`src/rtl/alu_exec_ctrl.sv`:
```
// Sequencing front-end for the 32-bit ALU: accepts one instruction per handshake,
// drives registered operands to the ALU, and writes back the result and PSW.
module alu_exec_ctrl #(
  parameter int SIZE = 32,
  parameter int AW   = 3
) (
  input  logic            clk,
  input  logic            rst_n,
  input  logic            in_valid,
  output logic            in_ready,
  input  logic [3:0]      in_op,
  input  logic [AW-1:0]   in_rd,
  input  logic [AW-1:0]   in_rs1,
  input  logic [AW-1:0]   in_rs2,
  input  logic            in_bsel,
  input  logic [SIZE-1:0] in_imm,
  input  logic            in_wen,
  output logic [3:0]      alu_op,
  output logic [SIZE-1:0] alu_a,
  output logic [SIZE-1:0] alu_b,
  input  logic [SIZE-1:0] alu_f,
  input  logic [4:0]      alu_flags,
  output logic [4:0]      psw,
  output logic            done,
  input  logic [AW-1:0]   dbg_addr,
  output logic [SIZE-1:0] dbg_data
);

  localparam int NREG = 1 << AW;

  typedef enum logic [1:0] {
    IDLE = 2'd0,
    EXEC = 2'd1,
    WB   = 2'd2
  } state_t;

  state_t          state;
  logic [SIZE-1:0] regs [NREG];
  logic [AW-1:0]   rd_q;
  logic            wen_q;
  logic [SIZE-1:0] res_q;
  logic [4:0]      flg_q;
  logic            op_undef;

  // Handshake: an instruction is taken on any rising edge where in_valid && in_ready;
  // in_ready depends only on the state register, and in_* are ignored otherwise.
  assign in_ready = (state == IDLE);
  assign dbg_data = regs[dbg_addr];

  // alu_op holds the accepted opcode through WB, so it doubles as the latched op.
  assign op_undef = (alu_op == 4'b1001) || (alu_op == 4'b1011);

  always_ff @(posedge clk) begin
    if (!rst_n) begin
      state  <= IDLE;
      regs   <= '{default: '0};
      rd_q   <= '0;
      wen_q  <= 1'b0;
      res_q  <= '0;
      flg_q  <= '0;
      alu_op <= '0;
      alu_a  <= '0;
      alu_b  <= '0;
      psw    <= '0;
      done   <= 1'b0;
    end else begin
      done <= 1'b0;
      case (state)
        IDLE: begin
          if (in_valid) begin
            rd_q   <= in_rd;
            wen_q  <= in_wen;
            alu_op <= in_op;
            alu_a  <= regs[in_rs1];
            alu_b  <= in_bsel ? in_imm : regs[in_rs2];
            state  <= EXEC;
          end
        end
        EXEC: begin
          res_q <= alu_f;
          flg_q <= alu_flags;
          done  <= 1'b1;
          state <= WB;
        end
        WB: begin
          // Undefined opcodes still sequence and pulse done but leave state untouched.
          if (!op_undef) begin
            psw <= flg_q;
            if (wen_q) regs[rd_q] <= res_q;
          end
          state <= IDLE;
        end
        default: state <= IDLE;
      endcase
    end
  end

endmodule

```
`config.mk`:
```
export PLATFORM = sky130hd
export DESIGN_NAME = alu_exec_ctrl
export DESIGN_NICKNAME = d
export VERILOG_FILES = /design/src/rtl/alu_exec_ctrl.sv
export SDC_FILE = /design/constraint.sdc
export NUM_CORES = 1
export LEC_CHECK = 0
export CORE_AREA = 2 2 209 211
export DETAILED_ROUTE_END_ITERATION = 7
export DIE_AREA = 0 0 211 213
export PLACE_DENSITY = 0.73
export SYNTH_ARGS = -nofsm -noshare
export SYNTH_HDL_FRONTEND = slang
export SYNTH_SLANG_ARGS = --single-unit
```
`constraint.sdc`:
```
create_clock -name clk -period 2.1 [get_ports clk]
set_input_delay 0.42 -clock clk [delete_from_list [all_inputs] [get_ports clk]]
set_output_delay 0.42 -clock clk [all_outputs]
set_load 0.05 [all_outputs]
```
; ---- Yosys cells after proc, flatten, opt, wreduce, memory -nomap -nowiden
; Index checks and enable logic that the tools add are counted.
; Widths: inputs -> output; s select.
[totals]
ff_bits = 373
input_bits = 90
output_inout_bits = 107
word_cells = 55
[classes]
magnitude_cmp = 5
eq_ne = 5
n_mux = 16
bitwise_logic = 5
n_reduce_logical = 6
[op_table]
columns = op, n
row1 = $bmux 32 s3, 3
row2 = $bwmux 256, 1
row3 = $mux 32, 8
row4 = $demux 32 s3, 1
row5 = $ge 4x4->1 const B, 4
row6 = $not 3->4, 4
row7 = $eq 4x4->1 const B, 2
row8 = $lt 4x1->1 const B, 1
row9 = $pmux 2 s2, 1
row10 = $reduce_and 2->1, 2
row11 = $reduce_and 3->1, 1
row12 = $eq 2x1->1 const B, 1
row13 = $eq 2x2->1 const B, 1
row14 = $logic_not 2->1, 1
row15 = $mux 2, 1
row16 = $ne 2x2->1 const B, 1
row17 = $logic_and 1x1->1, 1
row18 = $logic_or 1x1->1, 1
row19 = $mux 1, 1
row20 = $not 1->1, 1

; ---- Depth between registers and ports, before layout
; Gate-level depths: netlist of run 1.
[logic_depth]
word_depth = 6
depth_mapped = 6
ltp_nobuf = 3

; ---- Worst setup path before layout of run 1
; OpenSTA, ideal clock, no wires.
[synth_path]
path_type = input-to-output
startpoint = input dbg_addr[0]
endpoint = output dbg_data[0]
arrival_time_ns = 1.843
t_required_ns = 1.680
slack_ns = -0.163
stages = 4
path_buffers = 2
path_cell_list = buf_2 buf_2 mux4_2 mux2_2
[synth_between]
elab_chain_cells = 4
[synth_rtl]
columns = element, line_no
row1 = start: declaration, 25  ; input logic [AW-1:0] dbg_addr,
row2 = $not 3->4 (not written as such), 48  ; assign dbg_data = regs[dbg_addr];
row3 = $bmux 32 s3, 48
row4 = $mux 32 (not written as such) (2 in a row), 48
row5 = end: declaration, 26  ; output logic [SIZE-1:0] dbg_data
; Every way passes these cells. The select of a mux whose other input is x is not followed.

; ---- Worst setup path in the final report of run 1
[layout_path]
startpoint = register regs[129] in the netlist's numbering
endpoint = output dbg_data[1]
[layout_between]
elab_chain_cells = 3
[layout_rtl]
columns = element, line_no
row1 = start: declaration, 38  ; logic [SIZE-1:0] regs [NREG];
row2 = start signal: indexed assignment, 89  ; if (wen_q) regs[rd_q] <= res_q;
row3 = $bmux 32 s3, 48
row4 = $mux 32 (not written as such) (2 in a row), 48
; Every way passes these cells. The select of a mux whose other input is x is not followed.

==> results of run 1 <==
stage by stage:
stage               std cells  utilization [%]
CTS                      2543            57.54
finish                   2554            57.85
detailed placement       2378            51.26
global placement         2378            51.26
global route             2554            57.85
floorplan                1705                -
power groups by stage:
stage	clock network (µW)	logic, µW	registers, µW
6_report	7750	1810	7280
5_1_grt	8130	1910	7290
4_1_cts	7830	1810	7280
3_5_place_dp	0	1820	7440
3_3_place_gp	0	1790	7440
2_1_floorplan	0	779	7690
synth_stat cells (all sizes together), types with 32 or more instances:
cell type / n / share of area, %
a21boi: 50 / 2.0
mux2: 32 / 1.9
o21ai: 37 / 0.98
o22ai: 32 / 1.1
dfxtp: 373 / 39
clkbuf: 93 / 1.9
nand2: 378 / 7.5
o221ai: 32 / 1.5
buf: 69 / 1.9
nand3: 69 / 1.8
mux2i: 288 / 15
nor2: 34 / 0.67
mux4: 192 / 23
sequential cells by signal, indices dropped and copies added, names as in the netlist:
signal and count:
regs 256, alu_a 32, alu_b 32, res_q 32, flg_q 5, psw 5
alu_op 4, rd_q 3, state 2, done 1, wen_q 1
per-layer routing:
metal / track usage (%) / routed length, µm / up-vias
li1: - / - / 6830
met1: 34.09 / 23860 / 7768
met2: 44.67 / 29800 / 782
met3: 4.692 / 4536 / 160
met4: 12.80 / 2339 / 0
met5: 0 / 0 / -
kinds of logic (layout without fill, tap and decap cells):
kind of cell / after synthesis / count (layout) / synth area share, %
simple gates: 507 / 507 / 11.28
buf+inv: 162 / 465 / 3.788
mux: 512 / 512 / 39.98
flops: 373 / 373 / 39.45
compound gates: 151 / 151 / 5.500
worst reg2reg max path: stages (launching register included):
cell	delay, ps
dfxtp_1	350
and3b_1	260
buf_4	230
nand4b_4	110
buf_4	430
mux2i_1	300
timing repair:
item                       in CTS  in global routing
resized for setup             329                 35
setup endpoints to repair     103                 32
setup buffers                  89                 11
gates cloned                    4                  0
how the worst max path moves through the flow:
stage               cells past startpoint      endpoint
finish                                  3   dbg_data[1]
CTS                                     3  dbg_data[10]
floorplan                               4   dbg_data[0]
global route                            3   dbg_data[1]
detailed placement                      5  dbg_data[27]
global placement                        5  dbg_data[22]
area by class of cell:
class	instances	area, µm²
Fill cell	3405	18000
Multi-Input combinational cell	1170	10950
Sequential cell	373	7709
Timing Repair Buffer	393	3929
Clock buffer	53	1184
Tap cell	546	683.2
Clock inverter	19	249.0
cell usage in the layout (no fill, tap or decap), drive strengths merged:
cell type      netlist  routed
a21boi              50      50
o21ai               37      37
nand4                4       4
mux2                32      32
nand4b               3       3
nand2              378     378
o22ai               32      32
and3b                2       2
mux4               192     192
inv                  0       1
bufinv               0       6
clkinv               0      12
nor2b                4       4
dfxtp              373     373
nand2b               2       2
or4b                 1       1
and2                 4       4
clkbuf              93      53
buf                 69     243
mux2i              288     288
dlygate4sd2          0      71
nor2                34      34
nand3               69      69
nand4bb              1       1
nand3b               2       2
nor3b                1       1
and4b                1       1
clkdlybuf4s50        0      79
or3b                 1       1
o221ai              32      32
==> flow_summary.json, run 1 <==
{
  "p_total_uw": 16840,
  "cts_inserted_buffers": 41,
  "synth-edff-count": 0,
  "leakagePower_uw": 0.01091,
  "cts_sinks": 373,
  "synth_area_mm2": 0.01893,
  "p_seq_share_pct": 43.2,
  "n_antenna_cell": 0,
  "ys_ff_latch": 373,
  "critPathKind": "reg2out",
  "cap_violations": 0,
  "ys_types": 29,
  "grt_usage_pct": 26.86,
  "fin_ws_ps": -162.3,
  "drive_above_1_share_pct": 37.00,
  "switchingPower_uw": 4250,
  "path_buf_inv": 1,
  "whs_endpoint": "regs[234]",
  "gr-total-overflow": 0,
  "worstMarginPinSlew_ps": 570.8,
  "finalNetCount": 2069,
  "antenna_left": 0,
  "boundaryPins": 197,
  "dp_hpwl_um": 37210,
  "gp_congestion": 0.8309,
  "worst_hold_path_type": "in2reg",
  "finClkSkew_ps": 15.34,
  "startpoint_type": "flop",
  "dr.pass1.iters": 6,
  "coreArea_mm2": 0.04270,
  "crit_fanout": 2,
  "critPathMaxStageDelay_ps": 480,
  "area_growth_syn_to_layout_pct": 30.50,
  "outcome": "finished with violations",
  "h-tree-depth": 2,
  "cts_tree": "yes",
  "drtIter0Drc": 1456,
  "timing.rr.end": "regs[171]",
  "hold_viol_final": 0,
  "reg2reg_depth": 5,
  "synth_warnings": 0,
  "cts_root_buf": "clkbuf_16",
  "hold_buffers": 0,
  "hold_depth": 3,
  "initial_core_util_pct": 44.33,
  "wirelength_um": 60540,
  "slew_headroom_pct": 61.89,
  "die_area_mm2": 0.04494,
  "path_cells": "mux4_2, mux2_4, buf_8",
  "powerDensity_mw_per_mm2": 681.8,
  "syn_nets": 1795,
  "tns_ps": -4043,
  "placed_cell_area_mm2": 0.02189,
  "slowest_stage": "mux4_2",
  "synthArstFlopShare_pct": 0,
  "setup_violations": 32,
  "required_ps": 1680,
  "r2r_start": "state[0]",
  "peakVddDrop_v": 0.0004598,
  "synth_ff_type": "dfxtp_1",
  "dieHeight_um": 213,
  "period_share_pct": 107.7,
  "clkLatencyLatePin_ps": 560,
  "antenna_found_initial": 0,
  "crit_family": "multiplexers",
  "wl_per_cell_um": 23.70,
  "reg2reg_slack_ps": 350,
  "hold_ws_ps": 229.3,
  "grt_pass1_vias": 15977,
  "critPathArrivalTime_ps": 1840,
  "clkPwrFrac_pct": 46.0,
  "cts_buffer_depth": 3,
  "grt_pass1_wl_um": 92920,
  "fp-row-count": 76,
  "drc": 0,
  "seq_area_frac_synth_pct": 39.45,
  "crit_start": "regs[129]",
  "fmaxAchievable_ghz": 0.4420,
  "cts.reportedPaths.clkPinSlew_ps": 60,
  "grt_max_degree": 50,
  "period_minus_slack_ps": 2262,
  "worstHoldStart": "rst_n",
  "vias_per_cell": 6.085,
  "swShare_pct": 25.24,
  "p_int_uw": 12590,
  "port_buffers": 196,
  "avgSynthCellArea_um2": 11.10,
  "slew_viol_final": 0,
  "synthCells": 1705,
  "end_kind": "primary output",
  "rsz0062_at_grt": "yes",
  "final_cell_area_mm2": 0.02470,
  "die_w_um": 211,
  "comb_power_share_pct": 10.8,
  "violations": "setup timing",
  "vias": 15540,
  "place_ws_ps": -222.3
}
(Power assumes the default switching activity.)
==> run 2: changes to the inputs <==
- ABC_CLOCK_PERIOD_IN_PS: default -> 2100
==> results of run 2 <==
No change in the layout: final DEF, timing and power equal those of run 1.
==> run 3: changes to the inputs <==
- GPL_TIMING_DRIVEN: default -> 0
- REMOVE_ABC_BUFFERS: default -> 1
- TNS_END_PERCENT: default -> 100
==> run 3 against run 2 <==
Against the previous run:
- the flow still finishes with violations (setup timing)
- via count is 3.3% lower
- combinational power down 3%
- hold slack better by 130 ps
- global-route usage decreased by 1.7 points
- setup slack improved by 3.7 ps
- sequential power about the same
==> flow_summary.json, run 3 (synthesis results as in run 1) <==
{
  "slew_viol_final": 0,
  "cts_tree": "yes",
  "period_minus_slack_ps": 2259,
  "hold_viol_final": 0,
  "grt_max_degree": 171,
  "tns_ps": -3698,
  "critPathKind": "reg2out",
  "finClkSkew_ps": 7.607,
  "drive_above_1_share_pct": 36.28,
  "antenna_found_initial": 0,
  "coreArea_mm2": 0.04270,
  "grt_pass1_wl_um": 87020,
  "end_kind": "primary output",
  "fp-row-count": 76,
  "die_w_um": 211,
  "reg2reg_slack_ps": 110,
  "dp_hpwl_um": 33910,
  "slew_headroom_pct": 34.43,
  "port_buffers": 196,
  "h-tree-depth": 2,
  "area_growth_syn_to_layout_pct": 30.14,
  "dr.pass1.iters": 5,
  "boundaryPins": 197,
  "finalNetCount": 2044,
  "antenna_left": 0,
  "worst_hold_path_type": "in2reg",
  "placed_cell_area_mm2": 0.02151,
  "initial_core_util_pct": 44.33,
  "cts_buffer_depth": 3,
  "grt_usage_pct": 25.19,
  "p_total_uw": 16400,
  "leakagePower_uw": 0.01071,
  "reg2reg_depth": 4,
  "critPathArrivalTime_ps": 1840,
  "most-common-layout-cells": "378 x nand2_1, 288 x mux2i_1, 200 x dfxtp_2, 192 x mux4_2, 173 x dfxtp_1",
  "largest-register": "regs",
  "fmaxAchievable_ghz": 0.4428,
  "hold_buffers": 0,
  "required_ps": 1680,
  "r2r_start": "state[1]",
  "timing.rr.end": "regs[225]",
  "dieHeight_um": 213,
  "layout_commonest_cell": "nand2_1",
  "period_share_pct": 107.5,
  "final_cell_area_mm2": 0.02463,
  "drc": 0,
  "wirelength_um": 57980,
  "rsz0062_at_grt": "yes",
  "crit_start": "regs[16]",
  "gp_congestion": 0.7768,
  "cts_sinks": 373,
  "worstMarginPinSlew_ps": 983.5,
  "wl_per_cell_um": 22.93,
  "drtIter0Drc": 1430,
  "cts.reportedPaths.clkPinSlew_ps": 60,
  "vias_per_cell": 5.942,
  "gr-total-overflow": 0,
  "clkLatencyLatePin_ps": 550,
  "critPathCapture": "dbg_data[16]",
  "outcome": "finished with violations",
  "cts_root_buf": "clkbuf_16",
  "crit_fanout": 4,
  "powerDensity_mw_per_mm2": 665.9,
  "cap_violations": 0,
  "fin_ws_ps": -158.5,
  "setup_violations": 32,
  "die_area_mm2": 0.04494,
  "peakVddDrop_v": 0.0004563,
  "violations": "setup timing",
  "startpoint_type": "flop",
  "cts_inserted_buffers": 41,
  "vias": 15027,
  "postLayoutCoreUtil_pct": 57.69,
  "grt_pass1_vias": 15286,
  "largest_reg_flops": 256
}
==> run 3: changes by cell type in the layout (fill, tap and decap cells not counted), moves of 3 or more <==
cell,change
clkbuf_8,+3
clkbuf_1,+3
dfxtp_1,-7
buf_8,+5
clkinv_2,-4
dlygate4sd2_1,+3
buf_4,-34
dfxtp_2,+7
buf_16,+9
buf_12,-10
==> run 3: how the worst min path moves through the flow <==
stage | start | endpoint | slack (ps) | depth (start not counted)
detailed placement | res_q[30] | res_q[30] | 460 | 2
finish | rst_n | regs[239] | 360 | 3
global placement | alu_op[1] | alu_op[1] | 460 | 2
CTS | rst_n | regs[239] | 350 | 3
global route | rst_n | regs[239] | 380 | 3
floorplan | wen_q | wen_q | 440 | 2
==> run 3: timing repair <==
| action | in CTS | in global routing |
|---|---|---|
| resized for setup | 528 | 51 |
| buffers inserted | 112 | 28 |
| endpoints found under the setup margin | 412 | 35 |
| pin swaps | 9 | 2 |
| cloned | 4 | 2 |
==> run 3: final cells by class <==
class | instances | area, µm²
clock buffers | 57 | 1186
fillers | 3402 | 18060
repair buffers | 367 | 3874
flip-flops and latches | 373 | 7717
clock inverters | 14 | 176.4
multi-input cells | 1171 | 10990
diodes | 1 | 2.502
well taps | 546 | 683.2
==> run 3: stage by stage <==
stage | worst slack [ps] | hold WS, ps | cells
3_3_place_gp | -15950 | 456.7 | 2285
6_report | -158.5 | 356.0 | 2529
5_1_grt | -184.1 | 380.3 | 2528
4_1_cts | -180.1 | 347.7 | 2498
3_5_place_dp | -1271 | 458.2 | 2311
2_1_floorplan | -651.6 | 439.1 | 1543
==> run 3: where the power goes <==
group | switching, µW | internal, µW | leakage [µW]
clock | 2960 | 4420 | 0.000676
combinational | 1100 | 642 | 0.00691
sequential | 78.3 | 7200 | 0.00312
total | 4140 | 12300 | 0.0107
==> run 3: worst max-delay path: stages (launching register included) <==
cell,delay (ps)
dfxtp_2,340
mux4_2,480
mux2_4,310
buf_8,160
==> run 3: layer usage <==
layer	vias to the layer above	track usage, %	part of all wire (%)
met5	-	0	0
met2	643	43.56	49
li1	6797	-	-
met3	142	3.530	7.2
met4	0	11.10	3.8
met1	7445	31.51	40
